**config.mk**
```make
export PLATFORM = sky130hd
export DESIGN_NAME = boot_rom_loader_flat
export DESIGN_NICKNAME = d
export VERILOG_FILES = /design/src/rtl/boot_rom_loader_pkg.sv /design/src/rtl/boot_rom_loader_if.sv /design/src/rtl/boot_rom_loader_byte_to_word_packer.sv /design/src/rtl/boot_rom_loader.sv /design/src/flat_wrapper.sv
export SDC_FILE = /design/constraint.sdc
export NUM_CORES = 1
export LEC_CHECK = 0
export BUFFER_PORTS_ARGS = -buffer_cell sky130_fd_sc_hd__buf_2
export CORE_MARGIN = 2
export CORE_UTILIZATION = 30
export CTS_BUF_LIST = sky130_fd_sc_hd__clkbuf_4 sky130_fd_sc_hd__clkbuf_8 sky130_fd_sc_hd__clkbuf_16
export CTS_CLUSTER_SIZE = 24
export DETAILED_ROUTE_END_ITERATION = 16
export SYNTH_ARGS = -nofsm -noshare
export SYNTH_HDL_FRONTEND = slang
export SYNTH_SLANG_ARGS = --single-unit
export TNS_END_PERCENT = 50
```
**constraint.sdc**
```tcl
create_clock -name CLK -period 2.9 [get_ports CLK]
set_clock_uncertainty 0.1 [all_clocks]
set_input_delay 0.725 -clock CLK [delete_from_list [all_inputs] [get_ports CLK]]
set_output_delay 0.725 -clock CLK [all_outputs]
set_load 0.02 [all_outputs]
```
**src/rtl/boot_rom_loader_pkg.sv**
```systemverilog
// Shared configuration for the boot-time flash-to-SDRAM copier: region map
// defaults, the region descriptor type and the loader state encoding.
package boot_rom_loader_pkg;

  localparam int ADDR_W = 24;

  localparam int ENABLE_NEXTOR  = 1;
  localparam int ENABLE_FM      = 1;
  localparam int ENABLE_MEGAROM = 1;

  localparam logic [ADDR_W-1:0] FLASH_ADDR_BIOS    = 24'h10_0000;
  localparam logic [ADDR_W-1:0] RAM_ADDR_BIOS      = 24'h70_0000;
  localparam logic [ADDR_W-1:0] FLASH_SIZE_BIOS    = 24'h02_4000;
  localparam logic [ADDR_W-1:0] FLASH_ADDR_MEGAROM = 24'h20_0000;
  localparam logic [ADDR_W-1:0] RAM_ADDR_MEGAROM   = 24'h40_0000;
  localparam logic [ADDR_W-1:0] FLASH_SIZE_MEGAROM = 24'h20_0000;

  typedef struct packed {
    logic [ADDR_W-1:0] src;
    logic [ADDR_W-1:0] dst;
    logic [ADDR_W-1:0] size;
    logic              enable;
  } region_t;

  typedef enum logic [2:0] {
    LD_SEL,
    LD_START,
    LD_STREAM,
    LD_FLUSH,
    LD_STOP,
    LD_FIN
  } loader_state_t;

  // A region with zero size is treated the same as a disabled one.
  function automatic region_t make_region(logic [ADDR_W-1:0] src,
                                          logic [ADDR_W-1:0] dst,
                                          logic [ADDR_W-1:0] size,
                                          logic              en);
    region_t r;
    r.src    = src;
    r.dst    = dst;
    r.size   = size;
    r.enable = en && (size != '0);
    return r;
  endfunction

endpackage

```
**src/rtl/boot_rom_loader_if.sv**
```systemverilog
// Flash read stream and SDRAM word-write port used by the boot loader.
interface boot_rom_loader_if;
  import boot_rom_loader_pkg::*;

  logic              FLASH_START;
  logic [ADDR_W-1:0] FLASH_ADDR;
  logic              FLASH_STOP;
  logic              FLASH_VALID;
  logic [7:0]        FLASH_DATA;
  logic              FLASH_READY;
  logic              RAM_WR_REQ;
  logic [ADDR_W-1:0] RAM_ADDR;
  logic [15:0]       RAM_WDATA;
  logic              RAM_ACK;

  modport master (
    output FLASH_START, FLASH_ADDR, FLASH_STOP, FLASH_READY,
    output RAM_WR_REQ, RAM_ADDR, RAM_WDATA,
    input  FLASH_VALID, FLASH_DATA, RAM_ACK
  );

  modport slave (
    input  FLASH_START, FLASH_ADDR, FLASH_STOP, FLASH_READY,
    input  RAM_WR_REQ, RAM_ADDR, RAM_WDATA,
    output FLASH_VALID, FLASH_DATA, RAM_ACK
  );
endinterface

```
**src/rtl/boot_rom_loader_byte_to_word_packer.sv**
```systemverilog
// Pairs consecutive flash bytes into little-endian 16-bit words and holds
// the SDRAM write request until it is acknowledged.
module byte_to_word_packer
  import boot_rom_loader_pkg::*;
(
  input  logic              clk,
  input  logic              rst,
  input  logic              byte_valid_i,
  input  logic [7:0]        byte_i,
  input  logic              byte_odd_i,
  input  logic [ADDR_W-1:0] word_addr_i,
  input  logic              ack_i,
  output logic              req_o,
  output logic [ADDR_W-1:0] addr_o,
  output logic [15:0]       data_o
);

  logic [7:0]        low_q, low_d;
  logic              req_q, req_d;
  logic [ADDR_W-1:0] addr_q, addr_d;
  logic [15:0]       data_q, data_d;

  // Capture even bytes, form a word on odd bytes, drop the request on ack.
  always_comb begin
    low_d  = low_q;
    req_d  = req_q;
    addr_d = addr_q;
    data_d = data_q;
    if (req_q && ack_i) begin
      req_d = 1'b0;
    end
    if (byte_valid_i) begin
      if (!byte_odd_i) begin
        low_d = byte_i;
      end else begin
        req_d  = 1'b1;
        addr_d = word_addr_i;
        data_d = {byte_i, low_q};
      end
    end
  end

  // Request handshake and the visible word/address registers.
  always_ff @(posedge clk) begin
    if (rst) begin
      req_q  <= 1'b0;
      addr_q <= '0;
      data_q <= '0;
    end else begin
      req_q  <= req_d;
      addr_q <= addr_d;
      data_q <= data_d;
    end
  end

  // Low-byte holding register carries no control meaning, so it is not reset.
  always_ff @(posedge clk) begin
    low_q <= low_d;
  end

  assign req_o  = req_q;
  assign addr_o = addr_q;
  assign data_o = data_q;

endmodule

```
**src/rtl/boot_rom_loader.sv**
```systemverilog
// Copies the BIOS and MegaROM images from SPI flash into SDRAM after reset,
// holding BUSY until every enabled region has been written.
module boot_rom_loader
  import boot_rom_loader_pkg::*;
#(
  parameter bit                COPY_BIOS    = (ENABLE_NEXTOR != 0) || (ENABLE_FM != 0),
  parameter bit                COPY_MEGAROM = (ENABLE_MEGAROM != 0),
  parameter logic [ADDR_W-1:0] BIOS_SRC     = FLASH_ADDR_BIOS,
  parameter logic [ADDR_W-1:0] BIOS_DST     = RAM_ADDR_BIOS,
  parameter logic [ADDR_W-1:0] BIOS_SIZE    = FLASH_SIZE_BIOS,
  parameter logic [ADDR_W-1:0] MEGA_SRC     = FLASH_ADDR_MEGAROM,
  parameter logic [ADDR_W-1:0] MEGA_DST     = RAM_ADDR_MEGAROM,
  parameter logic [ADDR_W-1:0] MEGA_SIZE    = FLASH_SIZE_MEGAROM
) (
  input  logic               CLK,
  input  logic               RESET,
  boot_rom_loader_if.master  bus,
  output logic               BUSY,
  output logic               DONE
);

  localparam region_t REGION0 = make_region(BIOS_SRC, BIOS_DST, BIOS_SIZE, COPY_BIOS);
  localparam region_t REGION1 = make_region(MEGA_SRC, MEGA_DST, MEGA_SIZE, COPY_MEGAROM);

  loader_state_t     state_q, state_d;
  logic [1:0]        next_idx_q, next_idx_d;
  region_t           cur_q, cur_d;
  logic [ADDR_W-1:0] cnt_q, cnt_d;
  logic [ADDR_W-1:0] flash_addr_q, flash_addr_d;
  logic              flash_start_q, flash_start_d;
  logic              flash_stop_q, flash_stop_d;
  logic              busy_q, busy_d;
  logic              done_q, done_d;

  logic              wr_req;
  logic [ADDR_W-1:0] wr_addr;
  logic [15:0]       wr_data;
  logic              ready;
  logic              accept;
  logic              last_byte;

  // The cycle carrying FLASH_START is excluded so the reader sees its start
  // pulse before the first byte is taken.
  assign ready     = (state_q == LD_STREAM) && cur_q.enable && !wr_req &&
                     (cnt_q != cur_q.size) && !flash_start_q;
  assign accept    = ready && bus.FLASH_VALID;
  assign last_byte = accept && ((cnt_q + 24'd1) == cur_q.size);

  byte_to_word_packer u_packer (
    .clk          (CLK),
    .rst          (RESET),
    .byte_valid_i (accept),
    .byte_i       (bus.FLASH_DATA),
    .byte_odd_i   (cnt_q[0]),
    .word_addr_i  (cur_q.dst + cnt_q - 24'd1),
    .ack_i        (bus.RAM_ACK),
    .req_o        (wr_req),
    .addr_o       (wr_addr),
    .data_o       (wr_data)
  );

  // Region sequencing, byte counting and registered strobe generation.
  always_comb begin
    state_d       = state_q;
    next_idx_d    = next_idx_q;
    cur_d         = cur_q;
    cnt_d         = cnt_q;
    flash_addr_d  = flash_addr_q;
    flash_start_d = 1'b0;
    flash_stop_d  = 1'b0;
    busy_d        = busy_q;
    done_d        = done_q;
    case (state_q)
      LD_SEL: begin
        if ((next_idx_q == 2'd0) && REGION0.enable) begin
          cur_d      = REGION0;
          next_idx_d = 2'd1;
          state_d    = LD_START;
        end else if ((next_idx_q != 2'd2) && REGION1.enable) begin
          cur_d      = REGION1;
          next_idx_d = 2'd2;
          state_d    = LD_START;
        end else begin
          state_d = LD_FIN;
        end
      end
      LD_START: begin
        cnt_d         = '0;
        flash_addr_d  = cur_q.src;
        flash_start_d = 1'b1;
        state_d       = LD_STREAM;
      end
      LD_STREAM: begin
        if (accept) begin
          cnt_d = cnt_q + 24'd1;
        end
        if (last_byte) begin
          state_d = LD_FLUSH;
        end
      end
      LD_FLUSH: begin
        // An ack in this cycle retires the last word, so stop right away.
        if (!wr_req || bus.RAM_ACK) begin
          flash_stop_d = 1'b1;
          state_d      = LD_STOP;
        end
      end
      LD_STOP: begin
        state_d = LD_SEL;
      end
      LD_FIN: begin
        busy_d = 1'b0;
        done_d = 1'b1;
      end
      default: begin
        state_d = LD_SEL;
      end
    endcase
  end

  // State and output registers; reset restarts the copy from region 0.
  always_ff @(posedge CLK) begin
    if (RESET) begin
      state_q       <= LD_SEL;
      next_idx_q    <= 2'd0;
      cur_q         <= '0;
      cnt_q         <= '0;
      flash_addr_q  <= '0;
      flash_start_q <= 1'b0;
      flash_stop_q  <= 1'b0;
      busy_q        <= 1'b1;
      done_q        <= 1'b0;
    end else begin
      state_q       <= state_d;
      next_idx_q    <= next_idx_d;
      cur_q         <= cur_d;
      cnt_q         <= cnt_d;
      flash_addr_q  <= flash_addr_d;
      flash_start_q <= flash_start_d;
      flash_stop_q  <= flash_stop_d;
      busy_q        <= busy_d;
      done_q        <= done_d;
    end
  end

  assign bus.FLASH_START = flash_start_q;
  assign bus.FLASH_ADDR  = flash_addr_q;
  assign bus.FLASH_STOP  = flash_stop_q;
  assign bus.FLASH_READY = ready;
  assign bus.RAM_WR_REQ  = wr_req;
  assign bus.RAM_ADDR    = wr_addr;
  assign bus.RAM_WDATA   = wr_data;
  assign BUSY            = busy_q;
  assign DONE            = done_q;

endmodule

```
**src/flat_wrapper.sv**
```systemverilog
// flat-port wrapper written by rule: the top's interface ports become plain ports
module boot_rom_loader_flat import boot_rom_loader_pkg::*;
#(
  parameter bit                COPY_BIOS    = (ENABLE_NEXTOR != 0) || (ENABLE_FM != 0),
  parameter bit                COPY_MEGAROM = (ENABLE_MEGAROM != 0),
  parameter logic [ADDR_W-1:0] BIOS_SRC     = FLASH_ADDR_BIOS,
  parameter logic [ADDR_W-1:0] BIOS_DST     = RAM_ADDR_BIOS,
  parameter logic [ADDR_W-1:0] BIOS_SIZE    = FLASH_SIZE_BIOS,
  parameter logic [ADDR_W-1:0] MEGA_SRC     = FLASH_ADDR_MEGAROM,
  parameter logic [ADDR_W-1:0] MEGA_DST     = RAM_ADDR_MEGAROM,
  parameter logic [ADDR_W-1:0] MEGA_SIZE    = FLASH_SIZE_MEGAROM
)
  (CLK, RESET, BUSY, DONE, bus_FLASH_START, bus_FLASH_ADDR, bus_FLASH_STOP, bus_FLASH_READY, bus_RAM_WR_REQ, bus_RAM_ADDR, bus_RAM_WDATA, bus_FLASH_VALID, bus_FLASH_DATA, bus_RAM_ACK);
  boot_rom_loader_if bus_i ();
  input  logic CLK;
  input  logic RESET;
  output logic BUSY;
  output logic DONE;
  output wire logic [$bits(bus_i.FLASH_START)-1:0] bus_FLASH_START;
  output wire logic [$bits(bus_i.FLASH_ADDR)-1:0] bus_FLASH_ADDR;
  output wire logic [$bits(bus_i.FLASH_STOP)-1:0] bus_FLASH_STOP;
  output wire logic [$bits(bus_i.FLASH_READY)-1:0] bus_FLASH_READY;
  output wire logic [$bits(bus_i.RAM_WR_REQ)-1:0] bus_RAM_WR_REQ;
  output wire logic [$bits(bus_i.RAM_ADDR)-1:0] bus_RAM_ADDR;
  output wire logic [$bits(bus_i.RAM_WDATA)-1:0] bus_RAM_WDATA;
  input wire logic [$bits(bus_i.FLASH_VALID)-1:0] bus_FLASH_VALID;
  input wire logic [$bits(bus_i.FLASH_DATA)-1:0] bus_FLASH_DATA;
  input wire logic [$bits(bus_i.RAM_ACK)-1:0] bus_RAM_ACK;
  assign bus_FLASH_START = bus_i.FLASH_START;
  assign bus_FLASH_ADDR = bus_i.FLASH_ADDR;
  assign bus_FLASH_STOP = bus_i.FLASH_STOP;
  assign bus_FLASH_READY = bus_i.FLASH_READY;
  assign bus_RAM_WR_REQ = bus_i.RAM_WR_REQ;
  assign bus_RAM_ADDR = bus_i.RAM_ADDR;
  assign bus_RAM_WDATA = bus_i.RAM_WDATA;
  assign bus_i.FLASH_VALID = bus_FLASH_VALID;
  assign bus_i.FLASH_DATA = bus_FLASH_DATA;
  assign bus_i.RAM_ACK = bus_RAM_ACK;
  boot_rom_loader #(.COPY_BIOS(COPY_BIOS), .COPY_MEGAROM(COPY_MEGAROM), .BIOS_SRC(BIOS_SRC), .BIOS_DST(BIOS_DST), .BIOS_SIZE(BIOS_SIZE), .MEGA_SRC(MEGA_SRC), .MEGA_DST(MEGA_DST), .MEGA_SIZE(MEGA_SIZE)) u_core (.CLK(CLK), .RESET(RESET), .bus(bus_i), .BUSY(BUSY), .DONE(DONE));
endmodule
```
# == Word level (Yosys, flattened, before mapping) ==
# Index checks and enable logic that the tools add are counted.
# totals
output_inout_bits,70
register_bits,179
inputBits,12
# classes
n_eq_ne,10
n_bitwise,3
addsub,3
n_reduce_logical,20
n_mux,16
# ops
cell,count
$mux W73,2
$pmux W24 S2,1
$add A24 B1 Y24 const B,1
$add A24 B24 Y24,1
$eq A24 B24 Y1,1
$mux W24,1
$ne A24 B24 Y1,1
$sub A24 B1 Y24 const B,1
$pmux W3 S5,1
$mux W3,4
$reduce_and A2 Y1,4
$logic_and A1 B1 Y1,7
$eq A3 B2 Y1 const B,2
$ne A2 B1 Y1 const B,3
$mux W1,5
$mux W2,2
$reduce_bool A2 Y1,2
$eq A3 B1 Y1 const B,1
$eq A3 B3 Y1 const B,1
$logic_not A3 Y1,1
$not A1 Y1,3
$reduce_and A3 Y1,1
$logic_not A1 Y1,2
$logic_not A2 Y1,1
other kinds (3),3

# == Longest topological paths before layout ==
# Gate-level depths: netlist of run 1.
# logic_depth
ltp_word,9
ltp_mapped,11

# == Hierarchy ==
# A second synthesis of run 1 with hierarchy kept.
# hier_totals
hier_cells,721
area_unflattened_um2,6074.6
# by_module_without_submodules
module,instances,area_per_inst_um2,cells_each
boot_rom_loader,1,3887.5,525
byte_to_word_packer,1,2187.1,196

# == Least setup slack after synthesis of run 1 ==
# OpenSTA, ideal clock, no wires.
# synth_path
path_type,reg2reg
startpoint,reg u_core.cnt_q[4]
endpoint,"reg u_core.u_packer.addr_q[10], in the netlist u_core.u_packer.addr_o[10]"
t_arrival_ns,2.461
path_buffers,0
path_slack_ns,0.278
stages_incl_launch_ff,8
cell_sequence,dfxtp_1 > inv_1 > ha_1 > or4b_4 > a21o_1 > a2111o_1 > a2111o_1 > nand3_1
# synth_via
elab_chain_cells,5
word_cells_on_any_way,7
# synth_lines
element,line,text
"start, declared",boot_rom_loader.sv:28,"logic [ADDR_W-1:0] cnt_q, cnt_d;"
"start signal, assigned",boot_rom_loader.sv:137,cnt_q <= cnt_d;
branches (longest 5 deep; another with $add A24 B24 Y24),n/a,
"end signal, assigned",boot_rom_loader_byte_to_word_packer.sv:51,addr_q <= addr_d;
"end, declared",boot_rom_loader_byte_to_word_packer.sv:20,"logic [ADDR_W-1:0] addr_q, addr_d;"
# Parallel ways; which one is timed is not known.
# A chain may end at the register's enable or synchronous reset.

# == Worst setup path after layout of run 1 ==
# layout_path
startpoint,reg u_core.cnt_q[11]
endpoint,out bus_FLASH_READY
# layout_via
elab_chain_cells,3
# layout_lines
element,line,text
$ne A24 B24 Y1,boot_rom_loader.sv:45,(cnt_q != cur_q.size) && !flash_start_q;
$logic_and A1 B1 Y1,boot_rom_loader.sv:44,assign ready = (state_q == LD_STREAM) && cur_q.enable && !wr_req &&
$logic_and A1 B1 Y1,boot_rom_loader.sv:45,
"end, declared",flat_wrapper.sv:22,output wire logic [$bits(bus_i.FLASH_READY)-1:0] bus_FLASH_READY;
# No other way between the ends.

==> flow_metrics.env, run 1 <==
export IMPL_setup_tns_ns=0
export IMPL_finalWorstSetupSlack_ns=0.160
export IMPL_avgSynthCellArea_sq_um=8.18
export IMPL_ys_types=76
export IMPL_grt_pass1_vias=4709
export IMPL_syn_instance_count=702
export IMPL_first_pass_iters=4
export IMPL_slowest_delay_ns=0.44
export IMPL_drtAntennaViolNets=0
export IMPL_worstHoldPathType="reg2reg"
export IMPL_power_density_nw_per_um2=473
export IMPL_row_count=50
export IMPL_crit_path_max_fanout=6
export IMPL_cts_max_level=3
export IMPL_place_gp_congestion=0.880
export IMPL_clk_pin_slew_ns=0.07
export IMPL_timing_max_cap_violations=0
export IMPL_timing_fmax_mhz=365
export IMPL_met2_usage_pct=24.3
export IMPL_grt_util_all_layers_pct=15.1
export IMPL_syn2layout_area_growth_pct=17.9
export IMPL_die_h_um=142
export IMPL_clkLatencyLatePin_ns=0.35
export IMPL_pwr_share_seq_pct=39.6
export IMPL_root_buffer="clkbuf_16"
export IMPL_p_comb_share_pct=22.7
export IMPL_clkPwrFrac_pct=37.7
export IMPL_yosysMostFrequentCell="dfxtp_1"
export IMPL_dp_hpwl_um=11500
export IMPL_seq_area_frac_synth_pct=31.0
export IMPL_numCtsBuffers=9
export IMPL_synth_top_area_share_pct=26.8
export IMPL_die_area_sq_um=20300
export IMPL_crit_family="flip-flops"
export IMPL_relSlewSlack_pct=63.4
export IMPL_switching_share_pct=31.6
export IMPL_crit_slowest_cell="dfxtp_1"
export IMPL_peakVddDrop_mv=0.231
export IMPL_clock_sinks=85
export IMPL_synth_compound_area_share_pct=20.3
export IMPL_synth_top_family_by_area="simple AND/OR/NAND/NOR gates"
export IMPL_fin_crit_sh_pct=94.5
export IMPL_use_met3_pct=2.62
export IMPL_intPower_uw=2190
export IMPL_wire_per_inst_um=15.0
export IMPL_drive_above_1_share_pct=18.1
export IMPL_grt_pass1_wl_um=24600
export IMPL_ys_ff_latch=85
export IMPL_numPortBuffers=59
export IMPL_fill_cells=1980
export IMPL_synth_main_ff_cell="dfxtp_1"
export IMPL_io_pin_count=82
export IMPL_routed_via_count=5188
export IMPL_drc=0
export IMPL_worstSetupPathType="reg2out"
export IMPL_synthesis_area_sq_um=5740
export IMPL_drt_iter0_drc=370
export IMPL_die_x_um=142
export IMPL_worstPathArrival_ns=1.91
export IMPL_nets=846
export IMPL_cts_tree="built"
export IMPL_synthArstFlopShare_pct=0
export IMPL_pre_cts_ws_ns=0.246
export IMPL_use_met1_pct=20.6
export IMPL_critPathBufInv=2
export IMPL_start_util_pct=30.6
export IMPL_hold_viol_final=0
export IMPL_grt_overflow=0
export IMPL_status="complete, no violations"
export IMPL_vias_per_cell=5.09
export IMPL_top_usage_layer="met2"
export IMPL_clk_path_buf_depth=2
export IMPL_synth_xor_area_share_pct=3.77
export IMPL_antenna_found_initial=0
export IMPL_yosys_mux_area_fraction_pct=0.174
export IMPL_drt_total_wl_um=15300
export IMPL_ys_warn_count=0
export IMPL_cp_required_ns=2.08
export IMPL_p_leak_uw=0.00290
export IMPL_synth_adder_area_share_pct=11.9
export IMPL_power_switching_uw=1010
export IMPL_ctsHoldBuffers=0
export IMPL_synth_edf_count=8
export IMPL_slew_viol_final=0
export IMPL_diodes=0
export IMPL_synth_top_area_cell="dfxtp_1"
export IMPL_rsz0062_at_grt="no"
export IMPL_worstSetupEndpointType="output pin"
export IMPL_grt_max_degree=40
export IMPL_setup_viol=0
export IMPL_netlist_top_cells_count="77 x dfxtp_1, 73 x a21oi_1, 64 x nand2_1"
export IMPL_min_period_ns=2.74
export IMPL_critical_path_cell_chain="inv_1 > ha_1 > and4b_1 > nand3_1 > o21a_1 > buf_2"
export IMPL_tightest_slew_ns=0.543
export IMPL_synthTopCellsByArea="dfxtp_1 27%, ha_1 12%, a21oi_1 6.4%"
export IMPL_core_sq_um=18800
export IMPL_cp_start_kind="flop"
export IMPL_yosys_area_share_simple_pct=24.2
export IMPL_rrSetupSlack_ns=0.21
## cell type report
| type | instances | area, sq um | share of cell area (%) |
|---|---|---|---|
| Clock buffer | 9 | 225 | 3.33 |
| Clock inverter | 7 | 81.3 | 1.20 |
| Inverter | 43 | 161 | 2.38 |
| Multi-Input combinational cell | 539 | 3580 | 52.9 |
| Sequential cell | 85 | 1780 | 26.3 |
| Tap cell | 234 | 293 | 4.32 |
| Timing Repair Buffer | 102 | 643 | 9.50 |
## worst min-delay path: stages (launching register included)
cell     delay, ns
dfxtp_1       0.31
nand2_1       0.05
a21oi_1       0.05
## power groups by stage
stage | combinational [uW] | clock (uW) | sequential [uW]
global route | 809 | 1270 | 1280
CTS | 718 | 1230 | 1270
detailed placement | 711 | 0 | 1300
floorplan | 533 | 0 | 1280
global placement | 704 | 0 | 1290
finish | 726 | 1210 | 1270
## logic make-up after synthesis
group | Yosys count
AND/OR/NAND/NOR | 256
AO/OA/AOI/OAI | 183
buffers and inverters | 99
flip-flops | 85
adder cells (fa/ha/maj) | 54
XOR/XNOR | 23
other | 1
multiplexers | 1
## through the flow
stage	total power, uW	util [%]	cells	area [sq um]	hold WS [ns]
final	3200	36.1	1019	6770	0.350
after global routing	3360	36.1	1019	6770	0.367
after CTS	3220	36.0	1017	6750	0.354
after detailed placement	2010	34.3	1001	6430	0.345
after global placement	2000	34.3	1001	6430	0.338
after floorplan	1820	-	723	5820	0.337
## registers in the layout (all words and copies together) (netlist names), 2 cells and up
signal,flops
u_core.u_packer.low_q,8
u_core.bus.FLASH_ADDR,2
u_core.cnt_q,24
u_core.u_packer.data_o,16
u_core.cur_q,3
u_core.u_packer.addr_o,24
u_core.state_q,3
## final timing paths
kind,from,cells past startpoint,to
setup / recovery,u_core.cnt_q[11],6,bus_FLASH_READY
hold / removal,u_core.u_packer.data_o[5],2,u_core.u_packer.data_o[5]
setup reg to reg,u_core.cnt_q[1],9,u_core.u_packer.addr_o[19]
hold reg to reg,u_core.u_packer.data_o[5],2,u_core.u_packer.data_o[5]
## layer usage
metal | share of wire, % | routed length [um]
met1 | 48 | 7280
met2 | 46 | 7090
met3 | 4.2 | 642
met4 | 1.8 | 281
met5 | 0 | 0
## what timing repair did
action | 4_1_cts | 5_1_grt
cloned | 0 | 0
buffers inserted | 0 | 2
resized for setup | 2 | 1
setup endpoints to repair | 1 | 2
## layout by cell type, fill, tap and decap left out, types with 3 or more instances in the layout
cell and instances:
nor3_1 15, nor3b_1 5, nand4b_1 3, a21oi_1 73
a211o_1 3, o211ai_1 8, dfxtp_1 77, ha_1 53
o21ai_0 31, nor4_1 6, xnor2_1 19, nor2b_1 7
conb_1 22, a211oi_1 15, nor2_1 53, nand3b_1 13
or2_2 6, inv_1 43, and3_1 7, a21o_1 4
o21bai_1 3, or3_1 16, a31oi_1 7, nand2b_1 9
nand2_1 64, xor2_1 3, nand4_1 15, o21a_1 5
buf_2 59, edfxtp_1 8, buf_4 41, clkbuf_16 9
nand3_1 20
No activity file was read; power rests on OpenSTA's default activity.
==> run 2: changes to the inputs <==
==> constraint.sdc (replaced) <==
create_clock -name CLK -period 2.9 [get_ports CLK]
set_clock_uncertainty 0.1 [all_clocks]
set_input_delay 0.58 -clock CLK [delete_from_list [all_inputs] [get_ports CLK]]
set_output_delay 0.58 -clock CLK [all_outputs]
set_load 0.02 [all_outputs]
==> flow_metrics.env, run 2 (synthesis gave the netlist of run 1 again) <==
export IMPL_clkLatencyLatePin_ns=0.35
export IMPL_switching_share_pct=32.9
export IMPL_holdWs_ns=0.313
export IMPL_final_common_cell="dfxtp_1"
export IMPL_cts_tree="built"
export IMPL_finalWorstSetupSlack_ns=0.150
export IMPL_grt_overflow=0
export IMPL_clock_sinks=85
export IMPL_worstPathArrival_ns=2.07
export IMPL_numPortBuffers=59
export IMPL_fin_crit_sh_pct=94.8
export IMPL_grt_max_degree=36
export IMPL_grt_pass1_vias=4599
export IMPL_dp_hpwl_um=11500
export IMPL_power_uw=3130
export IMPL_drt_total_wl_um=15100
export IMPL_fin_util_pct=35.9
export IMPL_place_gp_congestion=0.872
export IMPL_slowest_delay_ns=0.46
export IMPL_cts_setup_buffers=0
export IMPL_critical_path_cell_chain="nor3b_1 > nor4b_4 > o21a_2 > buf_2"
export IMPL_vias_per_cell=5.09
export IMPL_diodes=0
export IMPL_root_buffer="clkbuf_16"
export IMPL_crit_slowest_cell="dfxtp_1"
export IMPL_numCtsBuffers=9
export IMPL_setup_viol=0
export IMPL_first_pass_iters=5
export IMPL_tightest_slew_ns=0.572
export IMPL_rrSetupSlack_ns=0.15
export IMPL_pwr_share_seq_pct=40.6
export IMPL_wire_per_inst_um=14.8
export IMPL_hold_viol_final=0
export IMPL_die_area_sq_um=20300
export IMPL_timing_fmax_mhz=364
export IMPL_drt_iter0_drc=417
export IMPL_drtAntennaViolNets=0
export IMPL_layout_common_cells="77 x dfxtp_1, 73 x a21oi_1, 64 x nand2_1, 59 x buf_2"
export IMPL_intPower_uw=2100
export IMPL_power_switching_uw=1030
export IMPL_worstSetupPathType="reg2out"
export IMPL_nets=843
export IMPL_p_leak_uw=0.00287
export IMPL_core_sq_um=18800
export IMPL_syn2layout_area_growth_pct=17.2
export IMPL_cts_max_level=3
export IMPL_slew_viol_final=0
export IMPL_r2r_cells=7
export IMPL_worstHoldPathType="in2reg"
export IMPL_drc=0
export IMPL_worstSetupEndpointType="output pin"
export IMPL_p_comb_share_pct=22.6
export IMPL_relSlewSlack_pct=61.8
export IMPL_antenna_found_initial=0
export IMPL_status="complete, no violations"
export IMPL_pre_cts_ws_ns=0.182
export IMPL_grt_pass1_wl_um=24100
export IMPL_cp_start_kind="flop"
export IMPL_row_count=50
export IMPL_grt_util_all_layers_pct=14.9
export IMPL_holdPathStages=1
export IMPL_holdPathEnd="u_core.u_packer.low_q[5]"
export IMPL_timing_max_cap_violations=0
export IMPL_clkPwrFrac_pct=36.8
export IMPL_power_density_nw_per_um2=465
export IMPL_clk_path_buf_depth=2
export IMPL_io_pin_count=82
export IMPL_start_util_pct=30.6
export IMPL_crit_path_max_fanout=9
export IMPL_die_h_um=142
export IMPL_min_delay_start="bus_FLASH_DATA[5]"
export IMPL_peakVddDrop_mv=0.227
export IMPL_cp_required_ns=2.22
export IMPL_r2r_start="u_core.cnt_q[5]"
export IMPL_rsz0062_at_grt="yes"
export IMPL_drive_above_1_share_pct=17.8
export IMPL_reg2reg_to="u_core.u_packer.addr_o[10]"
export IMPL_die_x_um=142
export IMPL_clk_pin_slew_ns=0.07
export IMPL_routed_via_count=5176
export IMPL_min_period_ns=2.75
export IMPL_fill_cells=1955
## run 2: cell count changes in the layout (fill, tap and decap cells not counted)
cell | before | now
bufinv_16 | 1 | 0
o21a_2 | 0 | 1
a211oi_2 | 1 | 0
o21a_1 | 5 | 4
clkinv_2 | 1 | 0
inv_6 | 2 | 1
buf_4 | 41 | 38
a211oi_1 | 15 | 16
inv_8 | 1 | 4
## run 2: worst max path at each step
stage	from	to	slack, ns	cells past startpoint
floorplan	u_core.cnt_q[4]	u_core.u_packer.addr_o[10]	0.28	7
global placement	u_core.cur_q[18]	u_core.state_q[0]	0.22	8
detailed placement	u_core.cnt_q[5]	u_core.u_packer.addr_o[10]	0.18	7
CTS	u_core.state_q[1]	bus_FLASH_READY	0.12	4
global route	u_core.cnt_q[11]	u_core.u_packer.addr_o[17]	-0.004	8
finish	u_core.state_q[1]	bus_FLASH_READY	0.15	4
## run 2: layout make-up
| type | instances | area (sq um) | area share [%] |
|---|---|---|---|
| clock buffer | 9 | 225 | 3.34 |
| clock inverter | 7 | 71.3 | 1.06 |
| inverter | 43 | 161 | 2.40 |
| multi-input combinational | 539 | 3580 | 53.2 |
| sequential | 85 | 1780 | 26.5 |
| tap | 234 | 293 | 4.35 |
| timing repair buffer | 99 | 621 | 9.22 |
## run 2: per-stage QoR
step	area, sq um	setup TNS, ns	std cells
final	6730	0	1016
after floorplan	5820	0	723
after global placement	6420	0	1000
after global routing	6730	-0.00441	1016
after detailed placement	6420	0	1000
after CTS	6730	0	1016
## run 2: what timing repair did
| action | in CTS | in global routing |
|---|---|---|
| setup endpoints to repair | 1 | 1 |
| hold buffers | 0 | 0 |
| gates resized for setup | 3 | 0 |
## run 2: power groups by stage
stage | Combinational [uW] | Sequential, uW | Clock (uW)
6_report | 708 | 1270 | 1150
5_1_grt | 777 | 1280 | 1240
4_1_cts | 701 | 1270 | 1180
3_5_place_dp | 691 | 1300 | 0
3_3_place_gp | 696 | 1300 | 0
2_1_floorplan | 533 | 1280 | 0
## run 2: layer usage
| layer | up-vias | GRT usage (%) | part of all wire [%] |
|---|---|---|---|
| met5 | - | 0 | 0 |
| met4 | 0 | 4.43 | 1.4 |
| met3 | 14 | 2.29 | 4.2 |
| met2 | 116 | 24.0 | 45 |
| met1 | 2417 | 20.7 | 49 |
| li1 | 2629 | - | - |
## run 2: critical path, delay by kind of cell (launching register included)
family | cells | cell delay, ns
compound gates | 1 | 0.33
flops | 1 | 0.46
buf+inv | 1 | 0.21
simple gates | 2 | 0.72
==> run 3: changes to the inputs <==
--- a/config.mk
+++ b/config.mk
@@ -14,4 +14,4 @@
 export SYNTH_ARGS = -nofsm -noshare
 export SYNTH_HDL_FRONTEND = slang
 export SYNTH_SLANG_ARGS = --single-unit
-export TNS_END_PERCENT = 50
+export TNS_END_PERCENT = 20
==> constraint.sdc (replaced) <==
create_clock -name CLK -period 2.9 [get_ports CLK]
set_clock_uncertainty 0.1 [all_clocks]
set_input_delay 0.29 -clock CLK [delete_from_list [all_inputs] [get_ports CLK]]
set_output_delay 0.29 -clock CLK [all_outputs]
set_load 0.02 [all_outputs]
==> flow_metrics.env, run 3 (synthesis gave the netlist of run 1 again) <==
export IMPL_status="complete, no violations"
export IMPL_min_period_ns=2.75
export IMPL_holdWs_ns=0.0230
export IMPL_worstPathArrival_ns=2.94
export IMPL_rrSetupSlack_ns=0.15
export IMPL_slew_viol_final=0
export IMPL_routed_top_layer="met4"
export IMPL_grt_pass1_wl_um=24100
export IMPL_vias_per_cell=5.08
export IMPL_layout_common_cells="77 x dfxtp_1, 73 x a21oi_1, 64 x nand2_1, 59 x buf_2"
export IMPL_cts_max_level=3
export IMPL_worstSetupPathType="reg2reg"
export IMPL_fin_area_sq_um=6730
export IMPL_die_h_um=142
export IMPL_clk_pin_slew_ns=0.07
export IMPL_critPathBufInv=1
export IMPL_cts_setup_buffers=0
export IMPL_nets=843
export IMPL_timing_max_cap_violations=0
export IMPL_numPortBuffers=59
export IMPL_worstHoldPathType="in2reg"
export IMPL_drt_total_wl_um=15100
export IMPL_rsz0062_at_grt="yes"
export IMPL_critical_path_cell_chain="inv_1 > ha_1 > or4b_4 > a21o_1 > a2111o_1 > a2111o_1 > nand3_1"
export IMPL_grt_pass1_vias=4600
export IMPL_met3RoutedLength_um=632
export IMPL_relSlewSlack_pct=62.8
export IMPL_syn2layout_area_growth_pct=17.1
export IMPL_drc=0
export IMPL_dpl_cell_area_sq_um=6420
export IMPL_diodes=0
export IMPL_slowest_delay_ns=0.58
export IMPL_wl_met2_um=6820
export IMPL_grt_max_degree=36
export IMPL_place_gp_congestion=0.872
export IMPL_clock_sinks=85
export IMPL_tightest_slew_ns=0.550
export IMPL_routed_via_count=5165
export IMPL_drive_above_1_share_pct=17.5
export IMPL_ctsHoldBuffers=0
export IMPL_setup_viol=0
export IMPL_root_buffer="clkbuf_16"
export IMPL_numCtsBuffers=9
export IMPL_start_util_pct=30.6
export IMPL_crit_slowest_cell="or4b_4"
export IMPL_dp_hpwl_um=11500
export IMPL_grt_util_all_layers_pct=14.9
export IMPL_cp_start_kind="flop"
export IMPL_power_density_nw_per_um2=466
export IMPL_die_area_sq_um=20300
export IMPL_final_common_cell="dfxtp_1"
export IMPL_antenna_found_initial=0
export IMPL_drt_iter0_drc=410
export IMPL_drtAntennaViolNets=0
export IMPL_clkLatencyLatePin_ns=0.35
export IMPL_cp_required_ns=3.09
export IMPL_timing_fmax_mhz=364
export IMPL_clk_path_buf_depth=2
export IMPL_io_pin_count=82
export IMPL_worstSetupEndpointType="flop"
export IMPL_wire_per_inst_um=14.8
export IMPL_p_leak_uw=0.00287
export IMPL_wirelength_met1_um=7420
export IMPL_fin_crit_sh_pct=94.8
export IMPL_crit_path_max_fanout=8
export IMPL_peakVddDrop_mv=0.227
export IMPL_die_x_um=142
export IMPL_grt_overflow=0
export IMPL_crit_family="compound AO/OA/AOI/OAI gates"
export IMPL_first_pass_iters=5
export IMPL_row_count=50
export IMPL_hold_viol_final=0
export IMPL_cts_tree="built"
export IMPL_crit_top_cell="a2111o_1"
export IMPL_core_sq_um=18800
export IMPL_setup_tns_ns=0
[run 3: timing repair]
item | 4_1_cts | 5_1_grt
setup endpoints to repair | 0 | 10
resized for setup | 0 | 1
endpoints found under the hold margin | 0 | 0
[run 3: report_power, final]
| group | internal, uW | total, uW | leakage (uW) | switching (uW) |
|---|---|---|---|---|
| Combinational | 268 | 709 | 0.00203 | 441 |
| Clock | 611 | 1150 | 0.000148 | 543 |
| Sequential | 1220 | 1270 | 0.000693 | 48.6 |
| Total | 2100 | 3140 | 0.00287 | 1030 |
[run 3: area by class of cell]
cell class / instances / area [sq um]
inverter: 43 / 161
sequential: 85 / 1780
clock buffer: 9 / 225
timing repair buffer: 99 / 621
clock inverter: 7 / 71.3
multi-input combinational: 539 / 3570
tap: 234 / 293
fill: 1957 / 12000
[run 3: worst paths after layout]
path	start	endpoint	cells after the start
hold reg to reg	u_core.u_packer.data_o[15]	u_core.u_packer.data_o[15]	2
setup reg to reg	u_core.cnt_q[5]	u_core.u_packer.addr_o[10]	7
setup / recovery	u_core.cnt_q[5]	u_core.u_packer.addr_o[10]	7
hold / removal	bus_FLASH_DATA[5]	u_core.u_packer.low_q[5]	1
[run 3: through the flow]
stage / std cells / total power, uW / utilization [%] / worst slack (ns)
after global placement: 1000 / 2000 / 34.2 / 0.217
after detailed placement: 1000 / 1990 / 34.2 / 0.182
after floorplan: 723 / 1820 / - / 0.278
after global routing: 1016 / 3300 / 35.8 / -0.00441
final: 1016 / 3140 / 35.8 / 0.151
after CTS: 1016 / 3160 / 35.8 / 0.152
[run 3: per-layer routing]
metal	up-vias	track usage, %
met5	-	0
met1	2413	20.7
li1	2629	-
met2	111	24.0
met4	0	4.43
met3	12	2.29
